File: config.mk
export PLATFORM = sky130hd
export DESIGN_NAME = btb_assoc_param
export DESIGN_NICKNAME = d
export VERILOG_FILES = /design/src/rtl/btb_assoc_param.sv
export SDC_FILE = /design/constraint.sdc
export NUM_CORES = 1
export LEC_CHECK = 0
export ABC_CLOCK_PERIOD_IN_PS = 4800
export CAP_MARGIN = 10
export CORE_UTILIZATION = 45
export CTS_CLUSTER_SIZE = 24
export DETAILED_ROUTE_END_ITERATION = 6
export SETUP_SLACK_MARGIN = 0.5
export SLEW_MARGIN = 20
export SYNTH_ARGS = -nofsm -noshare
export SYNTH_HDL_FRONTEND = slang
export SYNTH_SLANG_ARGS = --single-unit
File: constraint.sdc
create_clock -name clk -period 4.8 [get_ports clk]
set_input_delay 0.72 -clock clk [delete_from_list [all_inputs] [get_ports clk]]
set_output_delay 0.72 -clock clk [all_outputs]
set_load 0.01 [all_outputs]
File: src/rtl/btb_assoc_param.sv
// N-way set-associative BTB with tree PLRU, 2-bit counters and a flush walk.
// Optional: define BTB_DIR_COUNTER_EN for per-entry direction counters.
module btb_assoc_param #(
    parameter int ADDR_W    = 16,
    parameter int WAYS      = 4,
    parameter int SETS_LOG2 = 3
) (
    input  logic              clk,
    input  logic              rst,
    input  logic              lookup_valid,
    input  logic [ADDR_W-1:0] lookup_pc,
    output logic              pred_valid,
    output logic              pred_hit,
    output logic              pred_taken,
    output logic [ADDR_W-1:0] pred_target,
    input  logic              upd_valid,
    input  logic [ADDR_W-1:0] upd_pc,
    input  logic [ADDR_W-1:0] upd_target,
    input  logic              upd_taken,
    input  logic              flush_req,
    output logic              flush_busy
);

    localparam int SETS  = 1 << SETS_LOG2;
    localparam int TAG_W = ADDR_W - SETS_LOG2 - 1;
    localparam int WAY_W = $clog2(WAYS);
    localparam int PL_W  = WAYS - 1;

    localparam logic [0:0] S_IDLE = 1'b0;
    localparam logic [0:0] S_WALK = 1'b1;

    logic [0:0]           state_q;
    logic [SETS_LOG2-1:0] cnt_q;

    logic [WAYS-1:0]   valid_q [SETS];
    logic [PL_W-1:0]   plru_q  [SETS];
    logic [TAG_W-1:0]  tag_q   [SETS][WAYS];
    logic [ADDR_W-1:0] tgt_q   [SETS][WAYS];
`ifdef BTB_DIR_COUNTER_EN
    logic [1:0]        ctr_q   [SETS][WAYS];
`endif

    // Each PLRU node bit points toward the victim: 0 = left, 1 = right.
    function automatic logic [WAY_W-1:0] plru_victim(
        input logic [PL_W-1:0] bits
    );
        int node;
        int nxt;
        logic [WAY_W-1:0] v;
        node = 0;
        v    = '0;
        for (int l = 0; l < WAY_W; l++) begin
            nxt = node;
            for (int n = 0; n < PL_W; n++) begin
                if (n == node) nxt = 2 * n + 1 + (bits[n] ? 1 : 0);
            end
            node = nxt;
        end
        for (int w = 0; w < WAYS; w++) begin
            if (node == w + PL_W) v = WAY_W'(w);
        end
        return v;
    endfunction

    function automatic logic [PL_W-1:0] plru_touch(
        input logic [PL_W-1:0]  bits,
        input logic [WAY_W-1:0] way
    );
        int   node;
        logic dir;
        logic [PL_W-1:0] b;
        b    = bits;
        node = 0;
        for (int l = 0; l < WAY_W; l++) begin
            dir = way[WAY_W-1-l];
            for (int n = 0; n < PL_W; n++) begin
                if (n == node) b[n] = ~dir;
            end
            node = 2 * node + 1 + (dir ? 1 : 0);
        end
        return b;
    endfunction

    logic [SETS_LOG2-1:0] lk_idx;
    logic [TAG_W-1:0]     lk_tag;
    logic [SETS_LOG2-1:0] up_idx;
    logic [TAG_W-1:0]     up_tag;

    assign lk_idx = lookup_pc[SETS_LOG2:1];
    assign lk_tag = lookup_pc[ADDR_W-1:SETS_LOG2+1];
    assign up_idx = upd_pc[SETS_LOG2:1];
    assign up_tag = upd_pc[ADDR_W-1:SETS_LOG2+1];

    logic flushing;
    assign flushing   = (state_q == S_WALK) || flush_req;
    assign flush_busy = (state_q == S_WALK);

    logic              lk_hit;
    logic [WAY_W-1:0]  lk_way;
    logic              lk_hit_eff;
    logic              lk_taken;
    logic [ADDR_W-1:0] lk_target;

    always_comb begin
        lk_hit = 1'b0;
        lk_way = '0;
        for (int w = 0; w < WAYS; w++) begin
            if (valid_q[lk_idx][w] && tag_q[lk_idx][w] == lk_tag) begin
                lk_hit = 1'b1;
                lk_way = WAY_W'(w);
            end
        end
    end

    always_comb begin
        lk_hit_eff = lookup_valid && !flushing && lk_hit;
        lk_target  = lk_hit_eff ? tgt_q[lk_idx][lk_way] : '0;
`ifdef BTB_DIR_COUNTER_EN
        lk_taken   = lk_hit_eff && ctr_q[lk_idx][lk_way][1];
`else
        lk_taken   = lk_hit_eff;
`endif
    end

    always_ff @(posedge clk or posedge rst) begin
        if (rst) begin
            pred_valid  <= 1'b0;
            pred_hit    <= 1'b0;
            pred_taken  <= 1'b0;
            pred_target <= '0;
        end else begin
            pred_valid  <= lookup_valid;
            pred_hit    <= lk_hit_eff;
            pred_taken  <= lk_taken;
            pred_target <= lk_target;
        end
    end

    logic             up_hit;
    logic [WAY_W-1:0] up_way;
    logic             inv_found;
    logic [WAY_W-1:0] inv_way;

    always_comb begin
        up_hit    = 1'b0;
        up_way    = '0;
        inv_found = 1'b0;
        inv_way   = '0;
        for (int w = 0; w < WAYS; w++) begin
            if (valid_q[up_idx][w] && tag_q[up_idx][w] == up_tag) begin
                up_hit = 1'b1;
                up_way = WAY_W'(w);
            end
        end
        // Descending scan so the lowest invalid way wins.
        for (int w = WAYS - 1; w >= 0; w--) begin
            if (!valid_q[up_idx][w]) begin
                inv_found = 1'b1;
                inv_way   = WAY_W'(w);
            end
        end
    end

    logic             do_upd;
    logic             hit_wr;
    logic             kill;
    logic             alloc;
    logic             touch;
    logic [WAY_W-1:0] wr_way;
    logic [PL_W-1:0]  plru_nxt;

    always_comb begin
        do_upd = upd_valid && !flushing;
        hit_wr = 1'b0;
        kill   = 1'b0;
        alloc  = 1'b0;
        unique case (1'b1)
            (do_upd && up_hit): begin
`ifdef BTB_DIR_COUNTER_EN
                hit_wr = 1'b1;
`else
                hit_wr = upd_taken;
                kill   = !upd_taken;
`endif
            end
            (do_upd && !up_hit): alloc = upd_taken;
            default: ;
        endcase
        if (up_hit)         wr_way = up_way;
        else if (inv_found) wr_way = inv_way;
        else                wr_way = plru_victim(plru_q[up_idx]);
        touch    = hit_wr || alloc;
        plru_nxt = plru_touch(plru_q[up_idx], wr_way);
    end

    always_ff @(posedge clk or posedge rst) begin
        if (rst) begin
            state_q <= S_IDLE;
            cnt_q   <= '0;
            for (int s = 0; s < SETS; s++) begin
                valid_q[s] <= '0;
                plru_q[s]  <= '0;
            end
        end else begin
            unique case (state_q)
                S_IDLE: begin
                    if (flush_req) begin
                        state_q <= S_WALK;
                        cnt_q   <= '0;
                    end
                end
                S_WALK: begin
                    valid_q[cnt_q] <= '0;
                    plru_q[cnt_q]  <= '0;
                    cnt_q          <= cnt_q + 1'b1;
                    if (cnt_q == SETS_LOG2'(SETS - 1)) state_q <= S_IDLE;
                end
                default: state_q <= S_IDLE;
            endcase
            if (touch) plru_q[up_idx] <= plru_nxt;
            if (alloc) valid_q[up_idx][wr_way] <= 1'b1;
            if (kill)  valid_q[up_idx][wr_way] <= 1'b0;
        end
    end

    // Payload arrays carry no reset; valid bits gate every use.
    always_ff @(posedge clk) begin
        if (hit_wr || alloc) tgt_q[up_idx][wr_way] <= upd_target;
        if (alloc) tag_q[up_idx][wr_way] <= up_tag;
`ifdef BTB_DIR_COUNTER_EN
        if (alloc) begin
            ctr_q[up_idx][wr_way] <= 2'b10;
        end else if (hit_wr) begin
            if (upd_taken && ctr_q[up_idx][wr_way] != 2'b11)
                ctr_q[up_idx][wr_way] <= ctr_q[up_idx][wr_way] + 2'd1;
            else if (!upd_taken && ctr_q[up_idx][wr_way] != 2'b00)
                ctr_q[up_idx][wr_way] <= ctr_q[up_idx][wr_way] - 2'd1;
        end
`endif
    end

endmodule
==> results by stage <==
Timing:
- The clock skew is 0.03217 ns.
- The shortest period the worst path allows is 3.871 ns.
- Setup repair after global routing left no endpoint under its margin.
- Across all hold checks on the routed design, the worst slack comes to roughly 0.5 ns.
- The final number of setup-violating endpoints is 0.
- The share of the clock period used by the worst path is between 80% and 90%.
- The total count of hold-check failures in the final report was 0.
- The worst max-slew margin expressed relative to the limit is 31.00%.
- The sum of negative setup slack is 0 ns.
- For this run, the top clock speed supported by timing is between 0.2 and 0.3 GHz.
- The number of pins exceeding their max-slew limit in the final report is 0.
- At the pin with the least slew margin, the transition time is a little over 1 ns.

Global route:
- The busiest layer in global routing is met2.
- The first global-routing pass estimated 169.1 mm of wire.
- The total global routing track utilization is 24.63%.
- The remaining global-route overflow is 0.
- The met1 usage in global routing is about 33%.
- The via count of the first global-routing pass is 24,690.
- Entering global routing, the biggest net connects 101 pins.
- Global routing used 40.35% of the available met2 tracks.
- The number of antenna violations at the first check in global routing is 2.
- Global routing consumed, on the met3 layer, around 3.5% of the routing resources.

Yosys:
- edfxtp_1 takes more of the synthesized area than any other cell.
- Yosys attributes the largest share of cell area to edfxtp_1 63%, mux4_2 15%, dfrtp_1 4.6%.
- Counting flops and latches in the post-synthesis netlist gives 974.
- The number of synthesized flops with an enable pin is ~900.
- The share of the yosys chip area belonging to registers is 67.44%.
- Summing every instance area after synthesis gives 0.04279 sq mm.
- The per-instance average area after synthesis is between 15 and 20 sq um.
- By instance count, the leading cell after synthesis is edfxtp_1.
- Synthesis handed over a netlist of 2,411 instances.
- Yosys mapped the design onto 71 distinct sky130hd cell types.
- By count the netlist is led by 896 x edfxtp_1, 284 x mux4_2, 175 x mux2i_1.
- For this run, asynchronously set or reset flops after synthesis account for 8.008%.
- The number of nets handed over by synthesis was 2,467.
- The share of synthesized area in the top cell type comes to approximately 63%.
- The most used flip-flop cell after synthesis is edfxtp_1.
- The count of yosys warnings during synthesis is 0.

Clock tree:
- The clock latency on the worst-skew pair is 0.70 ns.
- Buffers inserted to repair hold after CTS numbered 0.
- The CTS tree is yes.
- The root buffer cell is clkbuf_16.
- The total number of clock tree sinks is 974.
- The number of CTS-inserted buffers is 102.
- The clock transition time at the flip-flop clock pins of the worst setup and hold paths is about 0.060 ns.
- Once the clock tree was built, the resizer swapped 0 gates to a different size.
- The H-tree generated during clock tree synthesis spans 3 levels.
- In this run the deepest clock path goes through 3 buffers.
- The total setup buffers inserted after CTS is 0.

Setup path:
- The number of cells traversed by the worst register-to-register path is 10.
- The setup path with the least slack is of type input pin to register.
- In this run the critical register-to-register path is launched from tag_q[7][31].
- The destination of the worst register-to-register timing path is tgt_q[5][37].
- The critical path goes through buf_4 -> buf_4 -> mux4_2 -> mux2i_1 -> xor2_1 -> nand3_1 -> nor4b_4 -> a21oi_1 -> nand2b_1 -> buf_12 -> nor2_2.
- The launching element type of the critical path is an input pin.
- The critical path endpoint category is a register.
- At the worst endpoint, the required time is 5.11 ns.
- The cell type of the slowest stage on the worst timing path is nor2_2.
- The largest fanout on the critical path is 23.
- The data arrival time of the critical path is 4.18 ns.
- The delay contributed by the slowest stage of the critical path is 0.80 ns.
- The count of cell instances traversed by the critical path is 11.
- The cell type group with the largest total delay on the critical path is simple AND/OR/NAND/NOR gates.
- The buffering stage count on the worst path with inverters included is 3.
- The most numerous cell type found on the critical path is buf_4.
- The slack of the worst reg-to-reg path is 1.20 ns.

Finish:
- The number of nets in the final layout is about 2,700.
- The final cell count without fillers is around 4,000.
- The fraction of layout cells with a size suffix above 1 is 26.19%.
- The repair_antennas step left the layout with diodes totalling 0.
- The growth of design area from synthesis to finish is 15.83%.

Route:
- The overall via count from detail_route is 24,050.
- The remaining number of nets flagged by the antenna check after routing is 0.
- The total DRC errors in the routed layout is 1.
- The wire length after detailed routing is 116.7 mm.
- Dividing the detail-routed via count by the number of cells gives 6.018.
- The detail-routed net length per standard cell is ~29 microns.
- The first-iteration detailed-routing DRC count is 2,371.
- The number of optimization iterations in the first detailed-route pass is 7.

Power and ir drop:
- The worst-case vdd ir drop is 0.2973 mV.
- The analysis attributes to cell leakage a power of between 15 and 20 nW.
- Power comes to 18.77 mW.
- Dividing total power by cell area gives a power density of roughly 380 mW/mm^2.

Place:
- The count of buffers added on input and output ports is about 70.
- At the end of routability-driven placement, the weighted congestion stood at around 0.9.
- The number of placed instances, taps included is 3,809.
- Detailed placement ended at an HPWL of 74.71 mm.

Min path:
- In this run the worst hold path is classified as input pin to asynchronous set/reset pin.

Run status:
- The checks that failed: DRC.
- The flow ran to the end, but the final reports show violations.

Floorplanning:
- Row generation in the floorplan step produced 112 rows.
- The starting density of the core is 45.64%.
- The total area inside the core boundary comes to 0.09375 sq mm.
- The area of the die is 0.09632 sq mm.
- From left edge to right edge, the die measures 310.4 microns.
- The overall die height is 310.4 microns.
- During I/O placement, the number of pins put on the boundary was 74.

Flow run:
- The total of max-cap violations is 0.
[metrics by stage]
stage / instance area (sq um) / worst slack, ns / util, %
2_1_floorplan: 42790 / 0.6081 / -
3_3_place_gp: 46310 / 0.1239 / 49.40
3_5_place_dp: 46330 / 0.08880 / 49.41
4_1_cts: 49580 / 0.8090 / 52.89
5_1_grt: 49560 / 0.7652 / 52.87
6_report: 49560 / 0.9289 / 52.87
[cell families after synthesis]
kind of cell    Yosys count  share of synthesized area [%]
flops                   974                          67.44
mux                     479                          19.57
simple gates            459                          5.059
compound gates          227                          3.804
buf+inv                 181                          2.246
xor+xnor                 89                          1.822
fa+ha+maj                 2                        0.05847
[state kept, by name (all words and copies together) (netlist names)]
register and flops:
cnt_q 3, flush_busy 1, plru_q 24, pred_taken 1, pred_target 16, pred_valid 1, tag_q 384, tgt_q 512
valid_q 32
[cell type report]
cell class,count,area (sq um)
inverter,34,133.9
multi-input combinational,1256,13010
tap,1254,1569
clock buffer,137,2765
clock inverter,50,490.5
timing repair buffer,291,2740
sequential,974,28860
fill,7494,44190
[routing by layer]
| metal | vias up | share of wire (%) |
|---|---|---|
| met4 | 4 | 3.8 |
| li1 | 10220 | - |
| met1 | 12630 | 42 |
| met2 | 968 | 49 |
| met3 | 231 | 6.0 |
| met5 | - | 0.019 |
[report_power, final]
part,switching (mW),leakage [nW],internal [mW]
registers,0.0902,9.12,9.36
clock network,3.33,1.57,4.38
logic,0.987,6.26,0.634
total,4.40,17.0,14.4
[worst max-delay path by stage]
stage / slack [ns] / start / endpoint
6_report: 0.93 / upd_pc[2] / tgt_q[5][37]
5_1_grt: 0.77 / upd_pc[2] / tgt_q[2][26]
4_1_cts: 0.81 / upd_pc[2] / tgt_q[3][32]
3_5_place_dp: 0.09 / upd_pc[2] / tgt_q[3][34]
3_3_place_gp: 0.12 / upd_pc[2] / tgt_q[0][32]
2_1_floorplan: 0.61 / upd_pc[2] / tgt_q[0][48]
[placed cells by master (no fill, tap or decap), types with 12 or more instances in the layout]
master,n
a211oi_1,15
a21oi_1,18
a22oi_1,37
and2_1,12
buf_12,32
buf_4,188
clkbuf_1,28
clkbuf_16,103
clkdlybuf4s50_1,58
clkinv_1,21
clkinv_2,15
dfrtp_1,78
edfxtp_1,896
inv_1,30
mux2_2,20
mux2i_1,175
mux4_2,284
nand2_1,134
nand3_1,60
nand4_1,21
nor2_1,149
o21a_1,17
o21ai_0,27
o21ai_1,14
o22ai_1,37
xnor2_1,59
xor2_1,30
Note: power is estimated with default switching activity, not from simulation.
